`src/rtl/decode_trace_pkg.sv`:
```
`default_nettype none
// ============================================================================
// Module      : decode_trace_pkg
// Description : Shared types for the LC-3 decode trace capture block.
// Revision    : 1.0 - initial release
// ============================================================================
package decode_trace_pkg;

    localparam int unsigned c_instr_w = 16;
    localparam int unsigned c_npc_w   = 16;
    localparam int unsigned c_e_w     = 6;
    localparam int unsigned c_w_w     = 2;

    typedef enum logic [1:0] {
        S_HOLDOFF = 2'd0,
        S_RUN     = 2'd1,
        S_FROZEN  = 2'd2
    } state_t;

    // Declared MSB first, so instr occupies the least significant bits.
    typedef struct packed {
        logic                 mem;
        logic [c_w_w-1:0]     w;
        logic [c_e_w-1:0]     e;
        logic [c_npc_w-1:0]   npc;
        logic [c_instr_w-1:0] instr;
    } decode_rec_t;

    function automatic int unsigned rec_width();
        return $bits(decode_rec_t);
    endfunction

endpackage
`default_nettype wire

```
`src/rtl/trace_fifo.sv`:
```
`default_nettype none
// ============================================================================
// Module      : trace_fifo
// Description : Synchronous FIFO with a registered head and flush.
// Revision    : 1.0 - initial release
// ============================================================================
module trace_fifo #(
    parameter int unsigned WIDTH = 8,
    parameter int unsigned DEPTH = 8,
    localparam int unsigned LVL_W = $clog2(DEPTH) + 1
) (
    input  logic             clock,
    input  logic             reset,
    input  logic             flush_i,
    input  logic             push_i,
    input  logic [WIDTH-1:0] din_i,
    input  logic             pop_i,
    output logic             valid_o,
    output logic [WIDTH-1:0] dout_o,
    output logic             full_o,
    output logic             empty_o,
    output logic [LVL_W-1:0] level_o
);

    localparam int unsigned c_ptr_w = LVL_W - 1;

    logic [WIDTH-1:0] mem_q [DEPTH];
    logic [LVL_W-1:0] wr_q;
    logic [LVL_W-1:0] rd_q;
    logic [LVL_W-1:0] rd_d;
    logic [LVL_W-1:0] w_level;
    logic             w_do_push;
    logic             w_do_pop;
    logic             valid_q;
    logic [WIDTH-1:0] dout_q;

    assign w_level   = wr_q - rd_q;
    assign w_do_pop  = pop_i && valid_q;
    assign w_do_push = push_i && (!w_level[c_ptr_w] || w_do_pop);
    assign rd_d      = rd_q + {{c_ptr_w{1'b0}}, w_do_pop};

    always_ff @(posedge clock) begin
        if (w_do_push) begin
            mem_q[wr_q[c_ptr_w-1:0]] <= din_i;
        end
    end

    // The head only sees entries present before this edge, giving one cycle
    // of push-to-valid latency and no write/read collision on the same slot.
    always_ff @(posedge clock) begin
        if (reset) begin
            wr_q    <= '0;
            rd_q    <= '0;
            valid_q <= 1'b0;
            dout_q  <= '0;
        end else if (flush_i) begin
            wr_q    <= '0;
            rd_q    <= '0;
            valid_q <= 1'b0;
        end else begin
            if (w_do_push) begin
                wr_q <= wr_q + LVL_W'(1);
            end
            rd_q    <= rd_d;
            valid_q <= (w_level != {{c_ptr_w{1'b0}}, w_do_pop});
            dout_q  <= mem_q[rd_d[c_ptr_w-1:0]];
        end
    end

    assign valid_o = valid_q;
    assign dout_o  = dout_q;
    assign full_o  = w_level[c_ptr_w];
    assign empty_o = (w_level == '0);
    assign level_o = w_level;

endmodule
`default_nettype wire

```
`src/rtl/decode_trace_capture.sv`:
```
`default_nettype none
// ============================================================================
// Module      : decode_trace_capture
// Description : Holdoff-gated, optionally change-filtered capture of LC-3
//               decode outputs into a FIFO drained over valid/ready.
// Revision    : 1.0 - initial release
// ============================================================================
module decode_trace_capture
    import decode_trace_pkg::*;
#(
    parameter int unsigned INSTR_W      = 16,
    parameter int unsigned NPC_W        = 16,
    parameter int unsigned E_W          = 6,
    parameter int unsigned W_W          = 2,
    parameter int unsigned DEPTH        = 8,
    parameter int unsigned HOLDOFF      = 7,
    parameter bit          STOP_ON_FULL = 1'b0,
    parameter int unsigned OVF_W        = 16,
    localparam int unsigned REC_W = INSTR_W + NPC_W + E_W + W_W + 1,
    localparam int unsigned LVL_W = $clog2(DEPTH) + 1
) (
    input  logic               clock,
    input  logic               reset,
    input  logic               sample_en,
    input  logic               change_only,
    input  logic               clear,
    input  logic [INSTR_W-1:0] instr_dout,
    input  logic [NPC_W-1:0]   npc_in,
    input  logic [E_W-1:0]     E_control,
    input  logic [W_W-1:0]     W_control,
    input  logic               Mem_control,
    output logic               out_valid,
    input  logic               out_ready,
    output logic [REC_W-1:0]   out_data,
    output logic [LVL_W-1:0]   level,
    output logic [OVF_W-1:0]   drop_count,
    output logic               frozen
);

    localparam int unsigned c_cnt_w = (HOLDOFF > 1) ? $clog2(HOLDOFF) : 1;
    localparam logic [c_cnt_w-1:0] c_cnt_last =
        (HOLDOFF > 0) ? c_cnt_w'(HOLDOFF - 1) : '0;

    state_t             state_q;
    logic [c_cnt_w-1:0] cnt_q;
    logic [REC_W-1:0]   last_q;
    logic               last_vld_q;
    logic [OVF_W-1:0]   drop_q;
    logic               frozen_q;

    logic [REC_W-1:0]   w_rec;
    logic               w_clear;
    logic               w_attempt;
    logic               w_pop;
    logic               w_push;
    logic               w_drop;
    logic               w_full;
    logic               w_empty;

    assign w_rec   = {Mem_control, W_control, E_control, npc_in, instr_dout};
    assign w_clear = clear && (state_q != S_HOLDOFF);
    assign w_pop   = out_valid && out_ready && !w_empty;

    assign w_attempt = (state_q == S_RUN) && sample_en && !w_clear &&
                       (!change_only || !last_vld_q || (w_rec != last_q));
    assign w_push    = w_attempt && (!w_full || w_pop);
    assign w_drop    = w_attempt && w_full && !w_pop;

    always_ff @(posedge clock) begin
        if (reset) begin
            state_q    <= S_HOLDOFF;
            cnt_q      <= '0;
            last_q     <= '0;
            last_vld_q <= 1'b0;
            drop_q     <= '0;
            frozen_q   <= 1'b0;
        end else begin
            case (state_q)
                S_HOLDOFF: begin
                    cnt_q <= cnt_q + c_cnt_w'(1);
                    if ((HOLDOFF == 0) || (cnt_q == c_cnt_last)) begin
                        state_q <= S_RUN;
                    end
                end
                S_RUN, S_FROZEN: begin
                    if (w_clear) begin
                        state_q    <= S_RUN;
                        frozen_q   <= 1'b0;
                        drop_q     <= '0;
                        last_vld_q <= 1'b0;
                    end else begin
                        if (w_push) begin
                            last_q     <= w_rec;
                            last_vld_q <= 1'b1;
                        end
                        if (w_drop) begin
                            if (drop_q != '1) begin
                                drop_q <= drop_q + OVF_W'(1);
                            end
                            if (STOP_ON_FULL) begin
                                state_q  <= S_FROZEN;
                                frozen_q <= 1'b1;
                            end
                        end
                    end
                end
                default: begin
                    state_q <= S_HOLDOFF;
                end
            endcase
        end
    end

    trace_fifo #(
        .WIDTH (REC_W),
        .DEPTH (DEPTH)
    ) u_fifo (
        .clock   (clock),
        .reset   (reset),
        .flush_i (w_clear),
        .push_i  (w_push),
        .din_i   (w_rec),
        .pop_i   (out_ready),
        .valid_o (out_valid),
        .dout_o  (out_data),
        .full_o  (w_full),
        .empty_o (w_empty),
        .level_o (level)
    );

    assign drop_count = drop_q;
    assign frozen     = frozen_q;

endmodule
`default_nettype wire

```
`config.mk`:
```
export PLATFORM = sky130hd
export DESIGN_NAME = decode_trace_capture
export DESIGN_NICKNAME = d
export VERILOG_FILES = /design/src/rtl/decode_trace_pkg.sv /design/src/rtl/trace_fifo.sv /design/src/rtl/decode_trace_capture.sv
export SDC_FILE = /design/constraint.sdc
export NUM_CORES = 1
export LEC_CHECK = 0
export BUFFER_PORTS_ARGS = -buffer_cell sky130_fd_sc_hd__buf_4
export CELL_PAD_IN_SITES_DETAIL_PLACEMENT = 1
export CELL_PAD_IN_SITES_GLOBAL_PLACEMENT = 2
export CORE_MARGIN = 2
export CORE_UTILIZATION = 29
export CTS_CLUSTER_DIAMETER = 30
export DETAILED_ROUTE_END_ITERATION = 12
export PLACE_DENSITY = 0.59
export REMOVE_ABC_BUFFERS = 1
export SYNTH_ARGS = -nofsm -noshare
export SYNTH_HDL_FRONTEND = slang
export SYNTH_SLANG_ARGS = --single-unit
```
`constraint.sdc`:
```
create_clock -name clock -period 10.3 [get_ports clock]
set_clock_uncertainty 0.05 [all_clocks]
set_input_delay 2.575 -clock clock [delete_from_list [all_inputs] [get_ports clock]]
set_output_delay 2.575 -clock clock [all_outputs]
set_load 0.05 [all_outputs]
```
==> report_table.html <==
<table>
<tr><th>Metric</th><th>Value</th></tr>
<tr><th colspan="2">Outcome</th></tr>
<tr><td>Result of the run</td><td>complete, no violations</td></tr>
<tr><th colspan="2">Critical path</th></tr>
<tr><td>Largest delay contributor family on the critical path</td><td>simple AND/OR/NAND/NOR gates</td></tr>
<tr><td>Crit end category</td><td>flip-flop</td></tr>
<tr><td>Crit path buf inv count</td><td>3</td></tr>
<tr><td>Dominant cell type by count on the critical path</td><td>buf_4</td></tr>
<tr><td>Cell with the largest stage delay on the worst path</td><td>or3b_4</td></tr>
<tr><td>Worst EP required</td><td>10.53 ns</td></tr>
<tr><td>Critical path startpoint</td><td>instr_dout[14]</td></tr>
<tr><td>Startpoint kind of the worst setup timing path</td><td>input pin</td></tr>
<tr><td>CP Cell Sequence</td><td>buf_4 &gt; xnor2_1 &gt; nand4_1 &gt; nor4_1 &gt; a31oi_1 &gt; or3b_4 &gt; buf_4 &gt; or2_1 &gt; nor3b_2 &gt; buf_4</td></tr>
<tr><td>Worst EP arrival</td><td>6.12 ns</td></tr>
<tr><td>Max incr delay on CP</td><td>0.68 ns</td></tr>
<tr><td>Max Fanout on Critical Path</td><td>41</td></tr>
<tr><td>Crit Path Category</td><td>in2reg</td></tr>
<tr><td>Source of the worst register-to-register timing path</td><td>u_fifo.wr_q[1]</td></tr>
<tr><th colspan="2">Yosys</th></tr>
<tr><td>FFs w/ async S/R, synth</td><td>0</td></tr>
<tr><td>Part of the Yosys area used for sequential elements</td><td>0.7103</td></tr>
<tr><td>Primary flip-flop cell chosen by synthesis mapping</td><td>edfxtp_1</td></tr>
<tr><td>Synthesis Warnings</td><td>0</td></tr>
<tr><td>Syn_area_per_cell</td><td>17.14 sq um</td></tr>
<tr><td>EDFF count, synth</td><td>328</td></tr>
<tr><td>Post-synthesis cell count</td><td>993</td></tr>
<tr><td>Syn Std Cell Area</td><td>17020 sq um</td></tr>
<tr><td>Synth Register Bits</td><td>440</td></tr>
<tr><td>Post-synthesis cell type count</td><td>46</td></tr>
<tr><th colspan="2">Pwr</th></tr>
<tr><td>Worst vdd rail ir drop</td><td>0.0001520 V</td></tr>
<tr><td>Comb power frac</td><td>0.106</td></tr>
<tr><td>Proportion of total power due to net switching</td><td>0.2407</td></tr>
<tr><td>PwrDens</td><td>269.6 nW/um^2</td></tr>
<tr><td>Proportion of power drawn by flip-flops and latches</td><td>0.321</td></tr>
<tr><td>Static Leakage</td><td>7.885 nW</td></tr>
<tr><td>Internal Power</td><td>4.632 mW</td></tr>
<tr><td>Overall power</td><td>6.101 mW</td></tr>
<tr><td>Relative contribution of the clock network to total power</td><td>0.572</td></tr>
<tr><td>Switching power</td><td>1.469 mW</td></tr>
<tr><th colspan="2">Route</th></tr>
<tr><td>Number of DRC violations after detailed-routing iteration 0</td><td>337</td></tr>
<tr><td>Wire length after detailed routing</td><td>40.44 mm</td></tr>
<tr><td>Residual DRC</td><td>0</td></tr>
<tr><td>Remaining antenna violation count after routing</td><td>0</td></tr>
<tr><td>Initial DRT Pass Iterations</td><td>4</td></tr>
<tr><td>Routed via count divided by cell count</td><td>4.604</td></tr>
<tr><td>Routed len/inst</td><td>19.84 um</td></tr>
<tr><td>Total via count in the routed design</td><td>9382</td></tr>
<tr><th colspan="2">Clock network</th></tr>
<tr><td>Clock tree root driver cell</td><td>clkbuf_16</td></tr>
<tr><td>Post-cts repair resize count</td><td>0</td></tr>
<tr><td>CTS hold repair buffers</td><td>0</td></tr>
<tr><td>Clock transition at the registers of the reported paths</td><td>0.04 ns</td></tr>
<tr><td>CTS H-tree lvls</td><td>3</td></tr>
<tr><td>TritonCTS Buffers</td><td>110</td></tr>
<tr><td>Count of clock tree sinks</td><td>440</td></tr>
<tr><td>Number of buffers added for setup after CTS</td><td>0</td></tr>
<tr><td>Bufs on Longest Clock Path</td><td>3</td></tr>
<tr><td>Clock tree from TritonCTS</td><td>built</td></tr>
<tr><td>Clock insertion delay at the later pin of the skew report</td><td>0.64 ns</td></tr>
<tr><th colspan="2">Global routing</th></tr>
<tr><td>Largest net degree at the start of global routing</td><td>84</td></tr>
<tr><td>Total routing resource utilization after global routing</td><td>0.1375</td></tr>
<tr><td>Antenna violations before repair</td><td>0</td></tr>
<tr><td>Number of global-route vias before repair</td><td>10710</td></tr>
<tr><td>Aggregate global routing overflow</td><td>0</td></tr>
<tr><td>First-pass GRT wire length</td><td>62.87 mm</td></tr>
<tr><th colspan="2">Final layout</th></tr>
<tr><td>Most frequent cells in the layout</td><td>328 x edfxtp_1, 125 x buf_4, 112 x dfxtp_1</td></tr>
<tr><td>Antenna Diode Count</td><td>0</td></tr>
<tr><td>Share of post-route cells with drive strength above 1</td><td>0.3189</td></tr>
<tr><td>Layout area overhead</td><td>32.94%</td></tr>
<tr><td>Post-route cell area</td><td>22630 sq um</td></tr>
<tr><td>Final layout net count</td><td>1232</td></tr>
<tr><td>Commonest non-fill, non-tap cell in the layout</td><td>edfxtp_1</td></tr>
<tr><td>Core occupancy in the finished layout</td><td>0.3907</td></tr>
<tr><th colspan="2">Die</th></tr>
<tr><td>Placeable core area</td><td>57920 sq um</td></tr>
<tr><td>Standard-cell rows</td><td>88</td></tr>
<tr><td>I/O pin count</td><td>110</td></tr>
<tr><td>Area of the die</td><td>60650 sq um</td></tr>
<tr><td>Initial core utilization</td><td>0.2939</td></tr>
<tr><td>Die width</td><td>246.3 um</td></tr>
<tr><td>Height of the die</td><td>246.3 um</td></tr>
<tr><th colspan="2">STA</th></tr>
<tr><td>Unrepaired setup endpoints after global routing</td><td>no</td></tr>
<tr><td>Fmax</td><td>169.6 MHz</td></tr>
<tr><td>Shortest period the worst path allows</td><td>5.897 ns</td></tr>
<tr><td>Slew headroom</td><td>0.3289</td></tr>
<tr><td>Total setup violations reported at the end of the flow</td><td>0</td></tr>
<tr><td>Tightest Pin Transition</td><td>1.007 ns</td></tr>
<tr><td>Total Negative Setup Slacks</td><td>0 ns</td></tr>
<tr><td>Count of final max-slew check failures</td><td>0</td></tr>
<tr><td>Number of hold violations in the final report</td><td>0</td></tr>
<tr><td>Fraction of the cycle the final worst path needs</td><td>0.5725</td></tr>
<tr><th colspan="2">Place</th></tr>
<tr><td>RD Place Congestion</td><td>0.6791</td></tr>
<tr><td>Detailed-placement wirelength estimate</td><td>22.02 mm</td></tr>
<tr><td>Post-place instance area</td><td>18780 sq um</td></tr>
<tr><td>Total of buffers placed on input and output ports</td><td>108</td></tr>
<tr><th colspan="2">Hold path</th></tr>
<tr><td>Class of the worst hold path</td><td>reg2reg</td></tr>
<tr><td>Worst hold path startpoint</td><td>last_vld_q</td></tr>
<tr><th colspan="2">Job</th></tr>
<tr><td>Maximum Capacitance Violations</td><td>0</td></tr>
</table>
## worst register-to-register path: cells and delay by family, from the launching register on
kind	cells	cell delay, ns
AND/OR/NAND/NOR	6	1.63
AO/OA/AOI/OAI	1	0.14
adder cells (fa/ha/maj)	1	0.32
flip-flops	1	0.57
buffers and inverters	2	1.01
## state kept, by name, summed over array words and instances (netlist names)
register	cells
u_fifo.mem_q	328
u_fifo.rd_q	4
u_fifo.wr_q	4
u_fifo.dout_o	41
last_q	41
state_q	1
u_fifo.valid_o	1
last_vld_q	1
cnt_q	3
drop_count	16
## per-layer routing
metal	track usage	routed length (um)	up-vias	share of wire
li1	-	-	4276	-
met1	0.1733	17940	4842	0.44
met2	0.2261	19640	194	0.49
met3	0.03802	2057	70	0.051
met4	0.04926	804	0	0.020
met5	0	0	-	0
## logic make-up (layout without fill, tap and decap cells)
kind of cell    Yosys count  after routing  synth area share
simple gates            180            180           0.05072
other cells               1              1         0.0002203
compound gates           77             77           0.03014
buf+inv                  69            349           0.01735
mux                     164            164            0.1567
xor+xnor                 52             52           0.02676
flops                   440            440            0.7103
fa+ha+maj                10             10          0.007791
## power by group through the flow
stage                     Sequential, mW  Combinational [mW]  Clock (mW)
after floorplan                     2.09               0.401           0
after global placement              1.99               0.665           0
after detailed placement            1.99               0.668           0
after CTS                           1.96               0.670        3.56
after global routing                1.96               0.704        3.66
final                               1.96               0.648        3.49
## path summary, 6_finish.rpt
path,end,slack [ns],depth (start not counted)
max reg2reg,u_fifo.mem_q[5][10],6.17,10
max,u_fifo.mem_q[5][10],4.40,10
min reg2reg,last_vld_q,0.39,2
min,last_vld_q,0.39,2
## area by class of cell
cell class / count / area (sq um)
well taps: 765 / 957.2
flip-flops and latches: 440 / 12090
clock buffers: 126 / 2833
inverters: 14 / 52.55
fillers: 5786 / 35290
repair buffers: 125 / 938.4
clock inverters: 84 / 1021
multi-input cells: 484 / 4736
## cells in the mapped netlist (13+ instances only)
library cell  number  area (sq um)
a211oi_1          42         315.3
a21oi_1           13         65.06
clkbuf_1          34         127.6
dfxtp_1          112          2242
edfxtp_1         328          9849
inv_1             14         52.55
mux2i_1           82         820.8
mux4_2            82          1847
nand2_1           18         67.56
nor2_1            95         356.6
o21ai_1           13         65.06
xnor2_1           45         394.1
## metrics by stage
stage	worst slack, ns	cells	hold slack [ns]
floorplan	0.8961	938	0.3758
global placement	3.810	1828	0.3869
detailed placement	3.751	1828	0.3918
CTS	4.414	2038	0.3983
global route	4.195	2038	0.4107
finish	4.403	2038	0.3936
Power figures use the tool's default switching activity.
